File: src/rtl/kbd_pkg.sv
// Shared types for the BK keyboard key-event scheduler: FIFO entry layout,
// FSM state encodings and the delivery handshake timeout.
package kbd_pkg;

  typedef struct packed {
    logic       vec274;
    logic [6:0] code;
  } kbd_entry_t;

  typedef enum logic [1:0] {
    R_IDLE,
    R_DELAY,
    R_REPEAT
  } rep_state_t;

  typedef enum logic [1:0] {
    D_IDLE,
    D_LOAD,
    D_WAIT
  } dlv_state_t;

  // Cycles D_WAIT lingers when the register side never raises its ready flag.
  localparam int unsigned WAIT_LIMIT = 4;

  typedef struct packed {
    rep_state_t rep;
    dlv_state_t dlv;
  } kbd_dbg_t;

endpackage

File: src/rtl/kbd_fifo.sv
// Small key-code FIFO: synchronous write, combinational head, registered
// occupancy. Full/empty come from the count held at the start of the cycle.
module kbd_fifo
  import kbd_pkg::*;
#(
  parameter int DEPTH = 8
) (
  input  logic                   clk_bus,
  input  logic                   reset_n,
  input  logic                   clear,
  input  logic                   push,
  input  kbd_entry_t             din,
  input  logic                   pop,
  output kbd_entry_t             head,
  output logic                   full,
  output logic                   empty,
  output logic [$clog2(DEPTH):0] count
);

  localparam int AW = $clog2(DEPTH);
  localparam int CW = AW + 1;

  kbd_entry_t    mem [DEPTH];
  logic [AW-1:0] wr_ptr;
  logic [AW-1:0] rd_ptr;
  logic          do_push;
  logic          do_pop;

  assign full    = (count == CW'(DEPTH));
  assign empty   = (count == '0);
  assign do_push = push && !full;
  assign do_pop  = pop && !empty;
  assign head    = mem[rd_ptr];

  always_ff @(posedge clk_bus) begin
    if (do_push) mem[wr_ptr] <= din;
  end

  // Pointers wrap naturally because DEPTH is a power of two.
  always_ff @(posedge clk_bus or negedge reset_n) begin
    if (!reset_n) begin
      wr_ptr <= '0;
      rd_ptr <= '0;
      count  <= '0;
    end else if (clear) begin
      wr_ptr <= '0;
      rd_ptr <= '0;
      count  <= '0;
    end else begin
      if (do_push) wr_ptr <= wr_ptr + AW'(1);
      if (do_pop)  rd_ptr <= rd_ptr + AW'(1);
      case ({do_push, do_pop})
        2'b10:   count <= count + CW'(1);
        2'b01:   count <= count - CW'(1);
        default: count <= count;
      endcase
    end
  end

endmodule

File: src/rtl/kbd_key_sched.sv
// Key-event scheduler: queues translator key presses, generates typematic
// repeat for the held key and paces loads into the BK keyboard data register.
module kbd_key_sched
  import kbd_pkg::*;
#(
  parameter int DEPTH     = 8,
  parameter int TICK_DIV  = 24000,
  parameter int REP_DELAY = 500,
  parameter int REP_RATE  = 50
) (
  input  logic                   clk_bus,
  input  logic                   reset_n,
  input  logic                   flush,
  input  logic                   evt_valid,
  input  logic                   evt_press,
  input  logic [6:0]             evt_code,
  input  logic                   evt_vec274,
  output logic                   evt_ready,
  input  logic                   repeat_en,
  input  logic                   kreg_busy,
  output logic                   kreg_load,
  output logic [6:0]             kreg_code,
  output logic                   kreg_vec274,
  output logic [$clog2(DEPTH):0] fifo_count,
  output logic                   overflow,
  output kbd_dbg_t               dbg
);

  localparam int PW = (TICK_DIV > 1) ? $clog2(TICK_DIV) : 1;
  localparam logic [PW-1:0] PRE_MAX = PW'(TICK_DIV - 1);
  localparam logic [15:0] DELAY_T = 16'(REP_DELAY);
  localparam logic [15:0] RATE_T  = 16'(REP_RATE);
  localparam int WCW = $clog2(WAIT_LIMIT);
  localparam logic [WCW-1:0] WAIT_LAST = WCW'(WAIT_LIMIT - 1);

  // Handshake: evt_valid is a one-cycle strobe. A press is taken when
  // evt_valid && evt_ready; a break is consumed whatever evt_ready says.
  logic       is_press;
  logic       ext_push;
  logic       is_break_held;
  logic       rep_push;
  logic       fifo_push;
  logic       fifo_pop;
  logic       fifo_full;
  logic       fifo_empty;
  kbd_entry_t fifo_din;
  kbd_entry_t fifo_head;

  logic [PW-1:0] pre_cnt;
  logic          tick;

  rep_state_t rep_state, rep_next;
  logic [15:0] timer, timer_next;
  kbd_entry_t  held, held_next;

  dlv_state_t     dlv_state, dlv_next;
  logic [WCW-1:0] wait_cnt, wait_next;
  logic           latch_head;

  assign is_press      = evt_valid && evt_press && (evt_code != 7'd0);
  assign ext_push      = is_press && !fifo_full;
  assign is_break_held = evt_valid && !evt_press && (evt_code == held.code);
  assign evt_ready     = !fifo_full;
  assign dbg           = '{rep: rep_state, dlv: dlv_state};

  assign fifo_push = ext_push || rep_push;
  assign fifo_din  = ext_push ? kbd_entry_t'({evt_vec274, evt_code}) : held;

  kbd_fifo #(.DEPTH(DEPTH)) u_fifo (
    .clk_bus (clk_bus),
    .reset_n (reset_n),
    .clear   (flush),
    .push    (fifo_push),
    .din     (fifo_din),
    .pop     (fifo_pop),
    .head    (fifo_head),
    .full    (fifo_full),
    .empty   (fifo_empty),
    .count   (fifo_count)
  );

  assign tick = (pre_cnt == '0);

  always_ff @(posedge clk_bus or negedge reset_n) begin
    if (!reset_n)                     pre_cnt <= PRE_MAX;
    else if (flush || pre_cnt == '0)  pre_cnt <= PRE_MAX;
    else                              pre_cnt <= pre_cnt - PW'(1);
  end

  always_ff @(posedge clk_bus or negedge reset_n) begin
    if (!reset_n)                       overflow <= 1'b0;
    else if (flush)                     overflow <= 1'b0;
    else if (is_press && fifo_full)     overflow <= 1'b1;
  end

  // A new press always wins over the running countdown, so a second key
  // takes over the repeat. Repeats only go into an empty FIFO.
  always_comb begin
    rep_next   = rep_state;
    timer_next = timer;
    held_next  = held;
    rep_push   = 1'b0;
    if (!repeat_en) begin
      rep_next = R_IDLE;
    end else if (ext_push) begin
      held_next.vec274 = evt_vec274;
      held_next.code   = evt_code;
      timer_next       = DELAY_T;
      rep_next         = R_DELAY;
    end else if (is_break_held) begin
      rep_next = R_IDLE;
    end else if (rep_state != R_IDLE && tick) begin
      if (timer == 16'd1) begin
        rep_push   = fifo_empty;
        timer_next = RATE_T;
        rep_next   = R_REPEAT;
      end else begin
        timer_next = timer - 16'd1;
      end
    end
  end

  always_ff @(posedge clk_bus or negedge reset_n) begin
    if (!reset_n) begin
      rep_state <= R_IDLE;
      timer     <= '0;
      held      <= '0;
    end else if (flush) begin
      rep_state <= R_IDLE;
      timer     <= '0;
      held      <= '0;
    end else begin
      rep_state <= rep_next;
      timer     <= timer_next;
      held      <= held_next;
    end
  end

  always_comb begin
    dlv_next   = dlv_state;
    wait_next  = wait_cnt;
    kreg_load  = 1'b0;
    fifo_pop   = 1'b0;
    latch_head = 1'b0;
    case (dlv_state)
      D_IDLE: begin
        if (!fifo_empty && !kreg_busy) begin
          dlv_next   = D_LOAD;
          latch_head = 1'b1;
        end
      end
      D_LOAD: begin
        kreg_load = 1'b1;
        fifo_pop  = 1'b1;
        wait_next = '0;
        dlv_next  = D_WAIT;
      end
      D_WAIT: begin
        if (kreg_busy || wait_cnt == WAIT_LAST) dlv_next = D_IDLE;
        else                                    wait_next = wait_cnt + WCW'(1);
      end
      default: dlv_next = D_IDLE;
    endcase
  end

  always_ff @(posedge clk_bus or negedge reset_n) begin
    if (!reset_n) begin
      dlv_state <= D_IDLE;
      wait_cnt  <= '0;
    end else if (flush) begin
      dlv_state <= D_IDLE;
      wait_cnt  <= '0;
    end else begin
      dlv_state <= dlv_next;
      wait_cnt  <= wait_next;
    end
  end

  // The code is captured one cycle ahead so it is already valid while
  // kreg_load is high, and holds until the next load.
  always_ff @(posedge clk_bus or negedge reset_n) begin
    if (!reset_n) begin
      kreg_code   <= '0;
      kreg_vec274 <= 1'b0;
    end else if (latch_head && !flush) begin
      kreg_code   <= fifo_head.code;
      kreg_vec274 <= fifo_head.vec274;
    end
  end

endmodule

File: config.mk
export PLATFORM = sky130hd
export DESIGN_NAME = kbd_key_sched
export DESIGN_NICKNAME = d
export VERILOG_FILES = /design/src/rtl/kbd_pkg.sv /design/src/rtl/kbd_fifo.sv /design/src/rtl/kbd_key_sched.sv
export SDC_FILE = /design/constraint.sdc
export NUM_CORES = 1
export LEC_CHECK = 0
export ABC_AREA = 1
export BUFFER_PORTS_ARGS = -buffer_cell sky130_fd_sc_hd__buf_2
export CORE_MARGIN = 5
export CORE_UTILIZATION = 30
export DETAILED_ROUTE_END_ITERATION = 16
export HOLD_SLACK_MARGIN = 0.05
export MAX_ROUTING_LAYER = met4
export PLACE_DENSITY_LB_ADDON = 0.25
export SLEW_MARGIN = 25
export SYNTH_ARGS = -nofsm -noshare
export SYNTH_HDL_FRONTEND = slang
export SYNTH_SLANG_ARGS = --single-unit
File: constraint.sdc
create_clock -name clk_bus -period 2.9 [get_ports clk_bus]
set_clock_uncertainty 0.15 [all_clocks]
set_input_delay 0.29 -clock clk_bus [delete_from_list [all_inputs] [get_ports clk_bus]]
set_output_delay 0.29 -clock clk_bus [all_outputs]
set_load 0.05 [all_outputs]
* After elaboration in Yosys (flattened, before gate mapping)
Memories as Yosys holds them, arrays and structs flattened. A register that Yosys moved wholly into a read port is not among the register bits.
Index checks and enable logic that the tools add are counted.
** Storage, ports and cells
- Bits in registers :: 56
- Bits in latches :: 0
- Memory bits (writable) :: 64
- ROM bits :: 0
- Output and inout bits :: 19
- Logic and storage cells :: 110
- Memories kept :: 1
** Cells by class
- Add/sub/neg operators :: 7
- Multipliers :: 0
- Div/mod/pow operators :: 0
- Order comparisons :: 0
- Equal/unequal tests :: 14
- Shift operators :: 0
- Muxes and demuxes :: 41
- Bitwise gates (word level) :: 0
- Reductions and logical operators :: 36
** Memory list
- u_fifo.mem :: words 8, width 8, rd ports 1, clocked after memory_dff 1, write ports 1, line kbd_fifo.sv:23 : kbd_entry_t mem [DEPTH];
** Operator list (count)
- 16-bit two-way mux :: 6
- 8-bit two-way mux :: 3
- 2-bit two-way mux :: 11
- 16-bit by 1-bit equality test with 1-bit output (second input constant) :: 1
- 16-bit by 1-bit subtractor with 16-bit output (second input constant) :: 1
- 15-bit logical NOT :: 1
- 15-bit two-way mux :: 1
- 15-bit by 1-bit subtractor with 15-bit output (second input constant) :: 1
- 1-bit two-way mux :: 12
- 3-bit two-way mux :: 4
- 3-bit != test (second input constant) :: 4
- 1-bit logical AND :: 11
- 5-bit by 2-bit != test with 1-bit output (second input constant) :: 2
- 2-bit nonzero test :: 5
- 3-bit nonzero test :: 3
- 4-bit case mux with 2 select lines :: 1
- 7-bit equality test :: 1
- 7-bit nonzero test :: 1
- 3-bit by 1-bit adder with 3-bit output (second input constant) :: 2
- 2-bit equality test (second input constant) :: 3
- 1-bit logical NOT :: 6
- 2-bit case mux with 3 select lines :: 1
- 2-bit AND reduction :: 3
- 4-bit by 1-bit adder with 4-bit output (second input constant) :: 1
- other kinds (10) :: 13

* Logic depth before layout (Yosys ltp)
- Word-level depth :: 11
- Depth in mapped cells :: 14
- Depth with buffers taken out :: 14

* By module
Synthesis repeated with hierarchy kept, for this count alone.
** Unflattened totals
- Cell total of the unflattened synthesis :: 726
- Area, all modules :: 6317.3 µm²
** By module, submodules not included
- kbd_key_sched :: times used 1, cells each 450, area each 3183.1 µm², seq. area each 1366.3 µm²
- kbd_fifo :: times used 1, cells each 276, area each 3134.3 µm², seq. area each 2172.1 µm²

* Least setup slack after synthesis
Ideal clock, no wire load.
- Kind :: register -> register
- Start :: reg dlv_state[0]
- End :: reg u_fifo.count[2]
- Arrival :: 2699 ps
- Data required time :: 2627 ps
- Path slack :: -72 ps
- Cell stages (with the launch flop) :: 10
- Cell sequence :: dfrtp_1 inv_1 nor2_1 nand3_1 nor2_1 nor2_1 ha_1 nor2_1 xor2_1 o21ai_1
** On the way
- Longest elaborated chain between the ends :: 6
- Elaborated cells on any way between the ends :: 8
** Ends and longest elaborated chain
- start, declared :: line kbd_key_sched.sv:56 : dlv_state_t dlv_state, dlv_next;
- start signal, assigned :: line kbd_key_sched.sv:174 : dlv_state <= dlv_next;
- 2-bit by 1-bit equality test with 1-bit output (*)
- 1-bit two-way mux (*)
- named net kreg_load :: line kbd_key_sched.sv:21 : output logic kreg_load,
- 1-bit logical AND (*) :: line kbd_fifo.sv:32 : assign do_pop = pop && !empty;
- 2-bit by 1-bit equality test with 1-bit output or 2-bit equality test (tied branches) :: line kbd_fifo.sv:52 : case ({do_push, do_pop})
- 4-bit case mux with 2 select lines :: line kbd_fifo.sv:52
- 4-bit two-way mux :: line kbd_fifo.sv:45 : end else if (clear) begin
- end signal, assigned :: line kbd_fifo.sv:53 : 2'b10: count <= count + CW'(1);
- end signal, assigned :: line kbd_fifo.sv:54 : 2'b01: count <= count - CW'(1);
- end signal, assigned :: line kbd_fifo.sv:55 : default: count <= count;
- end, declared :: line kbd_fifo.sv:17 : output logic [$clog2(DEPTH):0] count
The timed path passes the listed nets; every way through them passes the cells marked *.
A chain may end at the register's enable or synchronous reset.

* Final worst setup path
- Start :: reg timer[1]
- End :: mem u_fifo.mem[1][5] (netlist name) (enable)
** On the way
- Longest elaborated chain between the ends :: 10
** Ends and longest elaborated chain
- start, declared :: line kbd_key_sched.sv:53 : logic [15:0] timer, timer_next;
- start signal, assigned :: line kbd_key_sched.sv:134 : timer <= timer_next;
- 16-bit by 1-bit equality test with 1-bit output :: line kbd_key_sched.sv:113 : if (timer == 16'd1) begin
- 1-bit two-way mux :: line kbd_key_sched.sv:113
- 1-bit two-way mux :: line kbd_key_sched.sv:112 : end else if (rep_state != R_IDLE && tick) begin
- 1-bit two-way mux :: line kbd_key_sched.sv:110 : end else if (is_break_held) begin
- 1-bit two-way mux :: line kbd_key_sched.sv:105 : end else if (ext_push) begin
- 1-bit two-way mux :: line kbd_key_sched.sv:103 : if (!repeat_en) begin
- 1-bit logical OR :: line kbd_key_sched.sv:66 : assign fifo_push = ext_push || rep_push;
- 1-bit logical AND :: line kbd_fifo.sv:31 : assign do_push = push && !full;
- 1-bit two-way mux :: line kbd_fifo.sv:36 : if (do_push) mem[wr_ptr] <= din;
- 1-bit two-way mux (not written as such) :: line kbd_fifo.sv:36
- end, declared :: line kbd_fifo.sv:23
No other way between the ends.

==> impl_summary.txt <==
----------------------------------------------------
[Worst setup path]
  End of the worst register-to-register path ... u_fifo.mem[1][5]
  Maximum fanout encountered on the critical timing path ... 8
  Reg2reg setup slack ... 370 ps
  Worst r2r path cells ... 13
  Sort of element at the start of the critical path ... flip-flop
  Sort of element at the end of the critical path ... flip-flop
  Signal arrival time at the worst endpoint ... 2500 ps
  CP required ... 2870 ps
  Crit path kind ... flip-flop to flip-flop
  Launch point of the worst reg-to-reg path ... timer[1]

[GRT]
  Global-route total usage across every layer ... 13.6%
  Met1 routing resource usage after global routing ... 16.6%
  Met2 routing resource usage after global routing ... 22.4%
  Most Crowded Layer GR ... met2
  Global-route wire length before repair ... 23500 um
  Maximum number of pins on one net before global-route repair ... 32
  GR Util met3 ... 3.00%
  Number of antenna violations at the first check in global routing ... 1
  Vias in the first global route ... 4576
  Global route total overflow ... 0

[CTS]
  Clock tree from TritonCTS ... built
  Postcts setup bufs ... 0
  CTS sink count ... 128
  Source-to-sink clock delay at the later pin of the worst-skew pair ... 410 ps
  Total number of H-tree levels ... 4
  Clock-pin slew reported for the worst setup and hold paths after clock tree synthesis ... 50 ps
  Maximum count of clock buffers along a single path ... 2
  Clock buffer count from CTS ... 17
  Root buffer selected by CTS ... sky130_fd_sc_hd__clkbuf_16

[Synthesis]
  Main combinational cell family by area after synthesis ... simple AND/OR/NAND/NOR gates
  Post-synthesis area per instance ... 9.82 um2
  Yosys warnings ... 0
  Register area share after synthesis ... 58.8%
  Cells after synthesis ... 613
  Cell Area, Synth ... 0.00602 mm2
  Fraction of synthesized cell area in xor and xnor cells ... 2.62%
  Synthesis-stage register bit count ... 128
  Number of distinct library cells after synthesis ... 37
  Adder and majority gate portion of the synthesized area ... 1.66%
  Portion of netlist area occupied by mux cells ... 1.99%
  Compound-cell area share of the yosys netlist ... 10.7%
  Area fraction in and, or, nand and nor cells after synthesis ... 18.7%
  Synthesized net count ... 636

[STA]
  Slew @ Worst Pin ... 914 ps
  Peak clock frequency supported by timing ... 0.396 GHz
  Unrepaired setup endpoints after global routing ... no
  Count of final max-slew check failures ... 0
  Final Hold Violating Endpoints ... 0
  Fin worst setup slack ... 372 ps
  Sum of negative setup slack ... 0 ps
  Post-route minimum period ... 2530 ps
  Total of endpoints with negative setup slack in the final report ... 0
  Worst rel slew slack ... 39.1%
  Post-route fraction of the period consumed by the critical path ... 87.2%

[Routing]
  Avg Vias per Cell ... 4.71
  Remaining design rule violation count ... 0
  DRT iter0 DRCs ... 293
  Detail-routed net length per standard cell ... 15.0 um
  Post-detailed-route count of antenna-violating nets ... 0
  Number of search-and-repair iterations in the first detailed-routing pass ... 4
  Total number of vias ... 4457
  Aggregate routed wire length ... 14200 um

[Worst hold path]
  Class of the tightest hold or removal check ... input pin to flip-flop
  Hold Crit Depth ... 3
  Hold Path End ... held[7]
  Origin of the worst min-delay path ... evt_vec274

[Place]
  Port buffer count ... 33
  Final Wtd Congestion ... 0.810
  DPL Wire Length ... 10100 um
  Worst slack after detailed placement ... 365 ps

[Pwr]
  Largest voltage drop on the vdd net ... 0.425 mV
  Pwr Density ... 764 mW/mm2
  Leakage ... 3.01 nW

[Floorplan]
  Die ar. ... 0.0230 mm2
  Die width ... 152 um
  Number of standard-cell rows in the floorplan ... 51
  Vert. Die Dim ... 152 um
  I/O pins ... 34
  Effective utilization at floorplan ... 30.7%
  Core Box Area ... 0.0196 mm2

[Finish]
  Final nets ... 691
  Number of inserted filler cells in the final layout ... 1969
  Layout area overhead ... 18.8%
  Fraction of final layout cells sized beyond drive strength 1 ... 16.0%

[Outcome]
  Status ... finished, final reports clean

[Flow run]
  Number of maximum-capacitance constraint violations ... 0

----------------------------------------------------
Yosys cell counts:
master	count	area, um2
sky130_fd_sc_hd__o22ai_1	18	113
sky130_fd_sc_hd__o21ai_0	53	265
sky130_fd_sc_hd__o31ai_1	2	15.0
sky130_fd_sc_hd__dfrtp_1	52	1300
sky130_fd_sc_hd__edfxtp_1	64	1920
sky130_fd_sc_hd__clkbuf_1	12	45.0
sky130_fd_sc_hd__ha_1	8	100
sky130_fd_sc_hd__nor2_2	3	18.8
sky130_fd_sc_hd__nand3_2	4	40.0
sky130_fd_sc_hd__xor2_1	8	70.1
sky130_fd_sc_hd__nand3b_1	3	22.5
sky130_fd_sc_hd__nand2_4	1	11.3
sky130_fd_sc_hd__buf_6	1	11.3
sky130_fd_sc_hd__nand4_1	6	37.5
sky130_fd_sc_hd__clkinv_1	5	18.8
sky130_fd_sc_hd__a32o_1	4	40.0
sky130_fd_sc_hd__xnor2_1	10	87.6
sky130_fd_sc_hd__dfstp_2	12	315
sky130_fd_sc_hd__nor3_1	13	65.1
sky130_fd_sc_hd__nand3_1	26	130
sky130_fd_sc_hd__nor2_4	5	56.3
sky130_fd_sc_hd__nor2_1	93	349
sky130_fd_sc_hd__o21a_1	2	15.0
sky130_fd_sc_hd__nand3_4	1	17.5
sky130_fd_sc_hd__buf_1	1	3.75
sky130_fd_sc_hd__nand2_1	94	353
sky130_fd_sc_hd__o21ai_1	2	10.0
sky130_fd_sc_hd__o221ai_1	8	70.1
sky130_fd_sc_hd__mux2i_1	12	120
sky130_fd_sc_hd__buf_2	1	5.00
sky130_fd_sc_hd__inv_2	1	3.75
sky130_fd_sc_hd__nand2_2	1	6.26
sky130_fd_sc_hd__o21ai_4	1	16.3
sky130_fd_sc_hd__o32ai_1	4	35.0
sky130_fd_sc_hd__or2_2	3	18.8
sky130_fd_sc_hd__inv_1	66	248
sky130_fd_sc_hd__a21oi_1	13	65.1
layer usage:
metal	wire length (um)	share of wire, %
met4	129	0.91
met5	0	0
met3	624	4.4
met1	6430	45
met2	7010	49
per-stage QoR:
step	cells	hold WS [ps]	utilization [%]	area, um2	total power (W)
final	947	97.6	36.5	7150	0.00546
after global routing	947	134	36.5	7150	0.00578
after CTS	946	95.7	36.5	7150	0.00553
after detailed placement	911	120	33.6	6570	0.00353
after global placement	911	111	33.6	6570	0.00351
after floorplan	613	-156	-	6020	0.00319
worst max-delay path by stage:
stage / cells past startpoint / end / slack [ps] / start
2_1_floorplan: 10 / u_fifo.count[2] / 90 / u_fifo.count[0]
3_3_place_gp: 13 / u_fifo.mem[3][5] / 460 / timer[1]
3_5_place_dp: 13 / u_fifo.mem[1][5] / 360 / timer[1]
4_1_cts: 13 / u_fifo.mem[1][4] / 350 / timer[1]
5_1_grt: 13 / u_fifo.mem[1][4] / 80 / timer[1]
6_report: 13 / u_fifo.mem[1][5] / 370 / timer[1]
critical path, stage by stage (launching register included):
cell	delay [ps]
sky130_fd_sc_hd__dfrtp_1	360
sky130_fd_sc_hd__inv_1	100
sky130_fd_sc_hd__ha_1	180
sky130_fd_sc_hd__nand2_1	60
sky130_fd_sc_hd__nor3_1	170
sky130_fd_sc_hd__nand3_2	200
sky130_fd_sc_hd__nor2_1	190
sky130_fd_sc_hd__nand3_1	110
sky130_fd_sc_hd__nand2_2	120
sky130_fd_sc_hd__inv_1	70
sky130_fd_sc_hd__nor2_1	140
sky130_fd_sc_hd__inv_1	100
sky130_fd_sc_hd__nor2_1	110
sky130_fd_sc_hd__buf_4	180
timing repair:
item                      in CTS  in global routing
hold endpoints to repair      17                  0
hold buffers                   3                  0
gates resized for setup        0                  0
cell usage in the layout, fill, tap and decap left out, types with 4 or more instances in the layout:
cell,Yosys,final
sky130_fd_sc_hd__dfstp_2,12,12
sky130_fd_sc_hd__o22ai_1,18,18
sky130_fd_sc_hd__ha_1,8,8
sky130_fd_sc_hd__inv_6,0,4
sky130_fd_sc_hd__nor2_2,3,4
sky130_fd_sc_hd__nand4_1,6,6
sky130_fd_sc_hd__dfrtp_1,52,52
sky130_fd_sc_hd__inv_1,66,66
sky130_fd_sc_hd__nor2_1,93,92
sky130_fd_sc_hd__buf_2,1,33
sky130_fd_sc_hd__xnor2_1,10,10
sky130_fd_sc_hd__a32o_1,4,4
sky130_fd_sc_hd__buf_4,0,15
sky130_fd_sc_hd__clkbuf_16,0,17
sky130_fd_sc_hd__a21oi_1,13,13
sky130_fd_sc_hd__edfxtp_1,64,64
sky130_fd_sc_hd__clkinv_1,5,7
sky130_fd_sc_hd__nor2_4,5,5
sky130_fd_sc_hd__o32ai_1,4,4
sky130_fd_sc_hd__mux2i_1,12,12
sky130_fd_sc_hd__nor3_1,13,12
sky130_fd_sc_hd__nand3_1,26,26
sky130_fd_sc_hd__xor2_1,8,8
sky130_fd_sc_hd__nand2_1,94,94
sky130_fd_sc_hd__o221ai_1,8,8
sky130_fd_sc_hd__nand3_2,4,4
sky130_fd_sc_hd__o21ai_0,53,53
cell type report:
class                   count  area, um2  area share, %
clock buffers              20        437           6.10
multi-input cells         398       2160           30.1
diodes                      1       2.50         0.0350
clock inverters            12        110           1.54
well taps                 265        332           4.64
repair buffers             51        308           4.30
inverters                  72        270           3.78
flip-flops and latches    128       3540           49.5
logic make-up (layout without fill, tap and decap cells):
logic type                 count (synthesis)  count (layout)
adders and majority gates                  8               8
muxes                                     12              12
buffers and inverters                     87             155
AOI/OAI and AO/OA                        107             107
and+or+nand+nor                          253             253
DFF                                      128             128
xor gates and xnor gates                  18              18
other                                      0               1
flip-flops by register name, indices dropped and copies added (netlist names):
name and cells:
u_fifo.wr_ptr 3, dlv_state 2, overflow 1, kreg_vec274 1, held 8, u_fifo.mem 64
pre_cnt 15, timer 16, u_fifo.rd_ptr 3, u_fifo.count 4, wait_cnt 2, rep_state 2
kreg_code 7
power by group:
part           total [W]  internal (W)  switching [W]
Clock            0.00198       0.00118       0.000795
Combinational    0.00123      0.000397       0.000834
Sequential       0.00226       0.00209       0.000167
Note: power is estimated with default switching activity, not from simulation.
